[src/rtl/uart_rx_8n1_if.sv]
// UART receive-side bundle: the asynchronous serial line into the receiver and
// the recovered byte strobe, byte value and framing-error pulse out of it.
// No flow control: the consumer must take data in the same cycle wr is high.
//
// Signals:
//   rx         serial line, idle high, asynchronous to the receiver clock
//   wr         one-cycle strobe, data holds a new good byte
//   data       last good byte received (LSB first on the wire)
//   frame_err  one-cycle pulse, stop bit sampled low
`timescale 1ns/1ps
interface uart_rx_8n1_if;
  logic       rx;
  logic       wr;
  logic [7:0] data;
  logic       frame_err;

  // master: the receiver (consumes the line, produces the byte stream)
  modport master (input rx, output wr, output data, output frame_err);
  // slave: line driver / byte consumer
  modport slave  (output rx, input wr, input data, input frame_err);
endinterface

[src/rtl/uart_rx_8n1.sv]
// Purpose: 8N1 UART receiver; 2-flop line synchroniser, start-bit qualify, mid-bit sampling.
// Latency: line fall to START is 3 clocks; wr rises 1 clock after the stop-bit mid-sample.
// Backpressure: none; the consumer must take data on wr, data holds until the next wr.
//
// Ports:
//   clk  in   system clock, all logic on posedge
//   rst  in   asynchronous active-high reset
//   bus  master modport of uart_rx_8n1_if (rx in; wr, data, frame_err out)
`timescale 1ns/1ps
module uart_rx_8n1 #(
  parameter logic [23:0] CLOCKS_PER_BAUD = 24'd868
) (
  input  logic          clk,
  input  logic          rst,
  uart_rx_8n1_if.master bus
);

  // Half a baud from the detected start edge lands the first sample mid-start-bit.
  localparam logic [23:0] HALF_M1 = (CLOCKS_PER_BAUD >> 1) - 24'd1;
  localparam logic [23:0] FULL_M1 = CLOCKS_PER_BAUD - 24'd1;

  typedef enum logic [2:0] {
    S_IDLE,
    S_START,
    S_DATA,
    S_STOP,
    S_BREAK
  } state_t;

  state_t      state;
  logic        rx_m;
  logic        rx_s;
  logic [23:0] counter;
  logic [2:0]  bit_idx;
  logic [7:0]  shreg;

  wire sample = (counter == 24'd0);

  always_ff @(posedge clk or posedge rst) begin
    if (rst) begin
      rx_m          <= 1'b1;
      rx_s          <= 1'b1;
      state         <= S_IDLE;
      counter       <= 24'd0;
      bit_idx       <= 3'd0;
      shreg         <= 8'h00;
      bus.wr        <= 1'b0;
      bus.data      <= 8'h00;
      bus.frame_err <= 1'b0;
    end else begin
      rx_m          <= bus.rx;
      rx_s          <= rx_m;
      bus.wr        <= 1'b0;
      bus.frame_err <= 1'b0;

      case (state)
        S_IDLE: begin
          if (!rx_s) begin
            state   <= S_START;
            counter <= HALF_M1;
          end
        end

        S_START: begin
          if (sample) begin
            if (rx_s) begin
              // Line went back high before mid-start: treat as a glitch.
              state <= S_IDLE;
            end else begin
              state   <= S_DATA;
              bit_idx <= 3'd0;
              counter <= FULL_M1;
            end
          end else begin
            counter <= counter - 24'd1;
          end
        end

        S_DATA: begin
          if (sample) begin
            // LSB arrives first, so shift right and insert at the MSB.
            shreg   <= {rx_s, shreg[7:1]};
            bit_idx <= bit_idx + 3'd1;
            counter <= FULL_M1;
            if (bit_idx == 3'd7) begin
              state <= S_STOP;
            end
          end else begin
            counter <= counter - 24'd1;
          end
        end

        S_STOP: begin
          if (sample) begin
            // Return to IDLE at mid-stop so a following start edge is never missed.
            if (rx_s) begin
              bus.wr   <= 1'b1;
              bus.data <= shreg;
              state    <= S_IDLE;
            end else begin
              bus.frame_err <= 1'b1;
              state         <= S_BREAK;
            end
          end else begin
            counter <= counter - 24'd1;
          end
        end

        S_BREAK: begin
          // A held-low line reports one framing error, then waits for idle.
          if (rx_s) begin
            state <= S_IDLE;
          end
        end

        default: state <= S_IDLE;
      endcase
    end
  end

  a_excl:    assert property (@(posedge clk) disable iff (rst) !(bus.wr && bus.frame_err));
  a_counter: assert property (@(posedge clk) disable iff (rst) counter < CLOCKS_PER_BAUD);
  a_wr_src:  assert property (@(posedge clk) disable iff (rst) bus.wr |-> ($past(state) == S_STOP));

endmodule
[src/flat_wrapper.sv]
// flat-port wrapper written by rule: the top's interface ports become plain ports
module uart_rx_8n1_flat 
#(
  parameter logic [23:0] CLOCKS_PER_BAUD = 24'd868
)
  (clk, rst, bus_rx, bus_wr, bus_data, bus_frame_err);
  uart_rx_8n1_if bus_i ();
  input  logic clk;
  input  logic rst;
  input wire logic [$bits(bus_i.rx)-1:0] bus_rx;
  output wire logic [$bits(bus_i.wr)-1:0] bus_wr;
  output wire logic [$bits(bus_i.data)-1:0] bus_data;
  output wire logic [$bits(bus_i.frame_err)-1:0] bus_frame_err;
  assign bus_i.rx = bus_rx;
  assign bus_wr = bus_i.wr;
  assign bus_data = bus_i.data;
  assign bus_frame_err = bus_i.frame_err;
  uart_rx_8n1 #(.CLOCKS_PER_BAUD(CLOCKS_PER_BAUD)) u_core (.clk(clk), .rst(rst), .bus(bus_i));
endmodule
[config.mk]
export PLATFORM = sky130hd
export DESIGN_NAME = uart_rx_8n1_flat
export DESIGN_NICKNAME = d
export VERILOG_FILES = /design/src/rtl/uart_rx_8n1_if.sv /design/src/rtl/uart_rx_8n1.sv /design/src/flat_wrapper.sv
export SDC_FILE = /design/constraint.sdc
export NUM_CORES = 1
export LEC_CHECK = 0
export BUFFER_PORTS_ARGS = -buffer_cell sky130_fd_sc_hd__buf_2
export CAP_MARGIN = 10
export CORE_ASPECT_RATIO = 0.8
export CORE_MARGIN = 5
export CORE_UTILIZATION = 55
export CTS_CLUSTER_SIZE = 14
export DETAILED_ROUTE_END_ITERATION = 10
export PLACE_DENSITY = 0.73
export SLEW_MARGIN = 20
export SYNTH_ARGS = -nofsm -noshare
export SYNTH_HDL_FRONTEND = slang
export SYNTH_SLANG_ARGS = --single-unit
[constraint.sdc]
create_clock -name clk -period 2.99 [get_ports clk]
set_input_delay 0.1495 -clock clk [delete_from_list [all_inputs] [get_ports clk]]
set_output_delay 0.1495 -clock clk [all_outputs]
set_load 0.01 [all_outputs]
**Word-level counts from Yosys, hierarchy flattened**

Cells that the tools add are included.

- Reduce and logical (&&, ||, !) cells: 9
- Mux-type cells: 25
- Add/subtract/negate cells: 2
- Equal/unequal tests: 14

Operator list:

| operator | number |
|---|---|
| $mux W24 | 5 |
| $pmux W24 S4 | 1 |
| $mux W3 | 10 |
| $logic_not A24 Y1 | 1 |
| $sub A24 B1 Y24 const B | 1 |
| $pmux W3 S5 | 1 |
| $ne A2 B1 Y1 const B | 5 |
| $reduce_and A4 Y1 | 2 |
| $eq A3 B2 Y1 const B | 2 |
| $eq A3 B3 Y1 const B | 2 |
| $mux W1 | 6 |
| $ne A2 B2 Y1 const B | 3 |
| $pmux W3 S2 | 1 |
| $reduce_and A6 Y1 | 1 |
| $reduce_bool A4 Y1 | 1 |
| $add A3 B1 Y3 const B | 1 |
| $eq A3 B1 Y1 const B | 1 |
| $logic_not A3 Y1 | 1 |
| $ne A3 B3 Y1 const B | 1 |
| $reduce_and A3 Y1 | 1 |
| $mux W2 | 1 |
| $reduce_and A2 Y1 | 1 |
| $reduce_bool A2 Y1 | 1 |

- Input bits: 3
- Word-level logic and storage cells: 59
- Register bits: 50

**Depth between registers and ports, before layout**

- Word-level depth: 4
- Gate-level depth with buffers: 9

**Worst setup path before layout**

OpenSTA, ideal clock, no wires.

- Path type: flip-flop to flip-flop
- Start: reg u_core.counter[16]
- End: reg u_core.counter[23]
- Stages on the path, launching flop included: 7
- Buffers on the path: 0
- Library setup time: 0.078 ns
- Path slack: 0.477 ns
- Arrival: 2.434 ns
- Path through: dfrtp_1 > or3_1 > or4_4 > or4b_4 > or3_1 > or3_1 > a21oi_1

- Longest elaborated chain between the ends: 3

Ends and longest elaborated chain:

| element | line | text |
|---|---|---|
| start, declared | uart_rx_8n1.sv:33 | `logic [23:0] counter;` |
| start signal, assigned | uart_rx_8n1.sv:75 | `counter <= counter - 24'd1;` |
| start signal, assigned | uart_rx_8n1.sv:89 | `counter <= counter - 24'd1;` |
| start signal, assigned | uart_rx_8n1.sv:105 | `counter <= counter - 24'd1;` |
| $sub A24 B1 Y24 or $logic_not A24 Y1 (tied branches) | n/a |  |
| $mux W24, or another cell as far along | uart_rx_8n1.sv:94 | `if (sample) begin` |
| $pmux W24 S4 or $reduce_and A4 Y1 (tied branches) | n/a |  |

Parallel ways exist; a longest one is shown, timed or not. The select of a mux whose other input is x is not followed.
A chain may end at the register's enable or synchronous reset.

**Worst setup path in the final report**

- Start: reg u_core.counter[0]
- End: reg u_core.counter[20]

The elaborated chain is that of the path after synthesis.

==> flow_summary.json <==
{
  "status": "finished, violations left",
  "violations": "negative hold slack",
  "timing.final.crit_share_pct": 91.1,
  "clock-sinks": 50,
  "critPathCapture": "u_core.counter[20]",
  "cp_num_cells": 7,
  "setup_violations": 0,
  "drt-pass1-iter-count": 5,
  "synth_async_sr_flop_share_pct": 100,
  "vias_per_cell": 5.85,
  "yosys.area_share.adder_pct": 2.36,
  "cts_tree": "yes",
  "route.met2.wl_mm": 2.35,
  "fp.dieArea_sq_um": 6090,
  "max_clock_freq_mhz": 367,
  "grt_first_pass_wirelength_mm": 9.31,
  "synth_cell_type_count": 46,
  "post_synth_inst_count": 251,
  "power_switching_share_pct": 23.3,
  "hpwl_mm": 3.63,
  "worstRegToRegCells": 7,
  "synth_simple_gate_area_share_pct": 22.2,
  "setup_tns_ns": 0,
  "pre_cts_slack_ns": 0.290,
  "worstReg2RegStart": "u_core.counter[0]",
  "grt_max_degree": 51,
  "critPathCaptureType": "flip-flop",
  "worst_clock_skew_ns": 0.00284,
  "timing.critical_path.buf_inv": 1,
  "drv_slew": 0,
  "syn_area_sq_um": 2540,
  "number_of_standard_cell_rows_in_the_floorplan": 22,
  "p_per_area_nw_per_um2": 395,
  "remaining_drc_errors": 0,
  "antenna_cells": 0,
  "global_route_total_usage_across_every_layer_pct": 18.9,
  "die_width_um": 86.0,
  "cell_internal_pwr_uw": 850,
  "synthDominantCellAreaShare_pct": 47.2,
  "area_growth_pct": 10.1,
  "synthFlopType": "dfrtp_1",
  "max_slew_headroom_pct": 42.7,
  "tightestPinTransition_ns": 0.859,
  "finalWirelength_mm": 5.25,
  "synthTopCellsByArea": "dfrtp_1 47%, mux2_2 7.1%, nor2_1 5.0%, a21oi_1 4.3%, xnor2_1 3.8%",
  "clock-root-buffer": "clkbuf_8",
  "worst-endpoint-arrival_ns": 2.96,
  "crit_path_start_kind": "flip-flop",
  "holdWs_ns": -0.0285,
  "final-hold-violation-count": 31,
  "vdd_ir_drop_max_uv": 301,
  "drt_iter0_drc": 134,
  "static-leakage-power_nw": 1.33,
  "ys.warnings.count": 0,
  "syn_area_per_cell_sq_um": 10.1,
  "synth_top_cell_by_area": "dfrtp_1",
  "cp.required_ns": 3.23,
  "cts_max_level": 2,
  "postSynthNetCount": 258,
  "cts_buffers": 5,
  "ctsResizeCount": 0,
  "ios": 13,
  "route.vias.total": 1932,
  "timing.critical_path.max_delay_family": "simple AND/OR/NAND/NOR gates",
  "critical_path_maximum_fanout": 7,
  "power.share.sequential_pct": 61.4,
  "post-place-cells": 321,
  "clock_power_share_pct": 36.7,
  "top_layer_used": "met4",
  "met3WireLength_um": 321,
  "setup_repair_after_global_routing_missed_its_margin": "no",
  "synth_compound_gate_area_share_pct": 12.3,
  "fp.coreArea_sq_um": 4540,
  "final_layout_size_suffix_gt1_share_pct": 22.2,
  "routedLengthMet1_mm": 2.53,
  "route.antenna.remaining_nets": 0,
  "initial_antenna_violation_count": 0,
  "postLayoutSetupSlackWorst_ns": 0.265,
  "synth-seq-area-share_pct": 49.3,
  "max-cap-violations": 0,
  "final-instance-count-excl-fill": 330,
  "gp_congestion": 0.873,
  "synthMuxAreaShare_pct": 7.48,
  "grt_pass1_vias": 1921,
  "path_cells": "inv_1 -> ha_1 -> or4b_2 -> or3_1 -> a21o_1 -> or4_1 -> a21oi_1",
  "clock_edge_transition_at_the_registers_on_the_reported_setup_and_hold_paths_ns": 0.10,
  "r2r_slack_ns": 0.27,
  "hp_class": "in -> async",
  "initial_utilization_pct": 56.0,
  "floorplan.die.height_um": 70.8,
  "cpMaxStageDelayCell": "or4b_2",
  "route.detailed.wl_per_inst_um": 15.9,
  "synth_edf_count": 0,
  "synth_xor_xnor_area_share_pct": 4.13,
  "dominant_combinational_cell_family_by_area_after_synthesis": "simple AND/OR/NAND/NOR gates",
  "r2r_end": "u_core.counter[20]",
  "critPathKind": "reg -> reg",
  "ys_seq_elements": 50,
  "cts.path.max_buffers": 2,
  "grt_remaining_overflow": 0,
  "num-nets-final": 276,
  "comb_power_share_pct": 1.9,
  "critPathMaxStageDelay_ns": 0.66,
  "switchingPower_uw": 258,
  "final_period_minus_worst_setup_slack_ns": 2.72,
  "io_buffer_count": 12,
  "clk_latency_ns": 0.30,
  "critPathLaunch": "u_core.counter[0]"
}
worst min path at each step:
stage,end,slack (ns),start
floorplan,u_core.rx_m,0.15,bus_rx
global placement,u_core.rx_m,0.25,bus_rx
detailed placement,u_core.rx_m,0.26,bus_rx
CTS,u_core.bit_idx[1],0.12,rst
global route,u_core.bit_idx[1],0.05,rst
finish,u_core.bit_idx[1],-0.03,rst
per-stage QoR:
| step | utilization, % | cell area, sq um | total power [mW] |
|---|---|---|---|
| finish | 61.7 | 2800 | 1.11 |
| global route | 61.7 | 2800 | 1.16 |
| CTS | 61.7 | 2800 | 1.12 |
| detailed placement | 59.4 | 2700 | 0.715 |
| global placement | 59.4 | 2700 | 0.715 |
| floorplan | - | 2540 | 0.708 |
timing repair:
item | 4_1_cts | 5_1_grt
setup endpoints to repair | 0 | 0
buffers inserted | 0 | 0
hold endpoints to repair | 1 | 0
hold buffers | 1 | 0
worst register-to-register path: cells and delay by family, from the launching register on:
kind	cells	cell delay, ns
buf+inv	1	0.12
simple gates	3	1.49
compound gates	2	0.40
fa+ha+maj	1	0.22
flops	1	0.43
Yosys cell counts, drive strengths merged, types with 3 or more instances:
library cell / instances
nor2: 35
clkbuf: 8
ha: 4
mux2: 16
or2: 4
a21o: 4
or3: 9
inv: 6
o21ai: 16
nor3: 7
nand3b: 3
nand2: 5
nor4: 5
nand2b: 4
dfrtp: 48
or4: 10
nand3: 5
a21oi: 22
o31ai: 4
nor2b: 3
xnor2: 11
state kept, by name, summed over array words and instances, names as in the netlist:
signal                cells
u_core.bus.wr             1
u_core.bus.data           8
u_core.shreg              8
u_core.rx_m               1
u_core.state              3
u_core.bus.frame_err      1
u_core.bit_idx            3
u_core.counter           24
u_core.rx_s               1
metal layers:
layer  vias up  global-route usage [%]
met5         -                       0
met4         0                    4.57
met3         5                    3.61
met2        48                    28.1
met1       934                    28.3
li1        945                       -
power groups by stage:
stage                     clock, mW  combinational [mW]  sequential, mW
after floorplan                   0              0.0161           0.692
after global placement            0              0.0212           0.693
after detailed placement          0              0.0212           0.693
after CTS                     0.419              0.0223           0.680
after global routing          0.452              0.0258           0.681
final                         0.406              0.0215           0.680
kinds of logic (layout without fill, tap and decap cells):
group           Yosys count  count (layout)
simple gates             98              98
compound gates           54              54
flops                    50              50
mux                      17              17
buf+inv                  15              34
xor+xnor                 12              12
fa+ha+maj                 5               5
placed cells by master, fill, tap and decap left out, types with 4 or more instances in the layout:
cell type and n:
dfrtp_1 48, nor2_1 34, a21oi_1 22, mux2_2 16, o21ai_0 16, buf_2 12
xnor2_1 11, or4_1 8, or3_1 8, buf_4 7, nor3_1 6, nor4_1 5
inv_1 5, nand2_1 5, clkbuf_8 5, or2_2 4, a21o_1 4, o31ai_1 4
nand3_1 4, ha_1 4
final cells by class:
type | count | area (sq um)
inverters | 6 | 23.8
multi-input cells | 186 | 1230
clock buffers | 5 | 68.8
well taps | 60 | 75.1
repair buffers | 20 | 123
clock inverters | 3 | 23.8
fillers | 373 | 1740
flip-flops and latches | 50 | 1250
(Power assumes the default switching activity.)
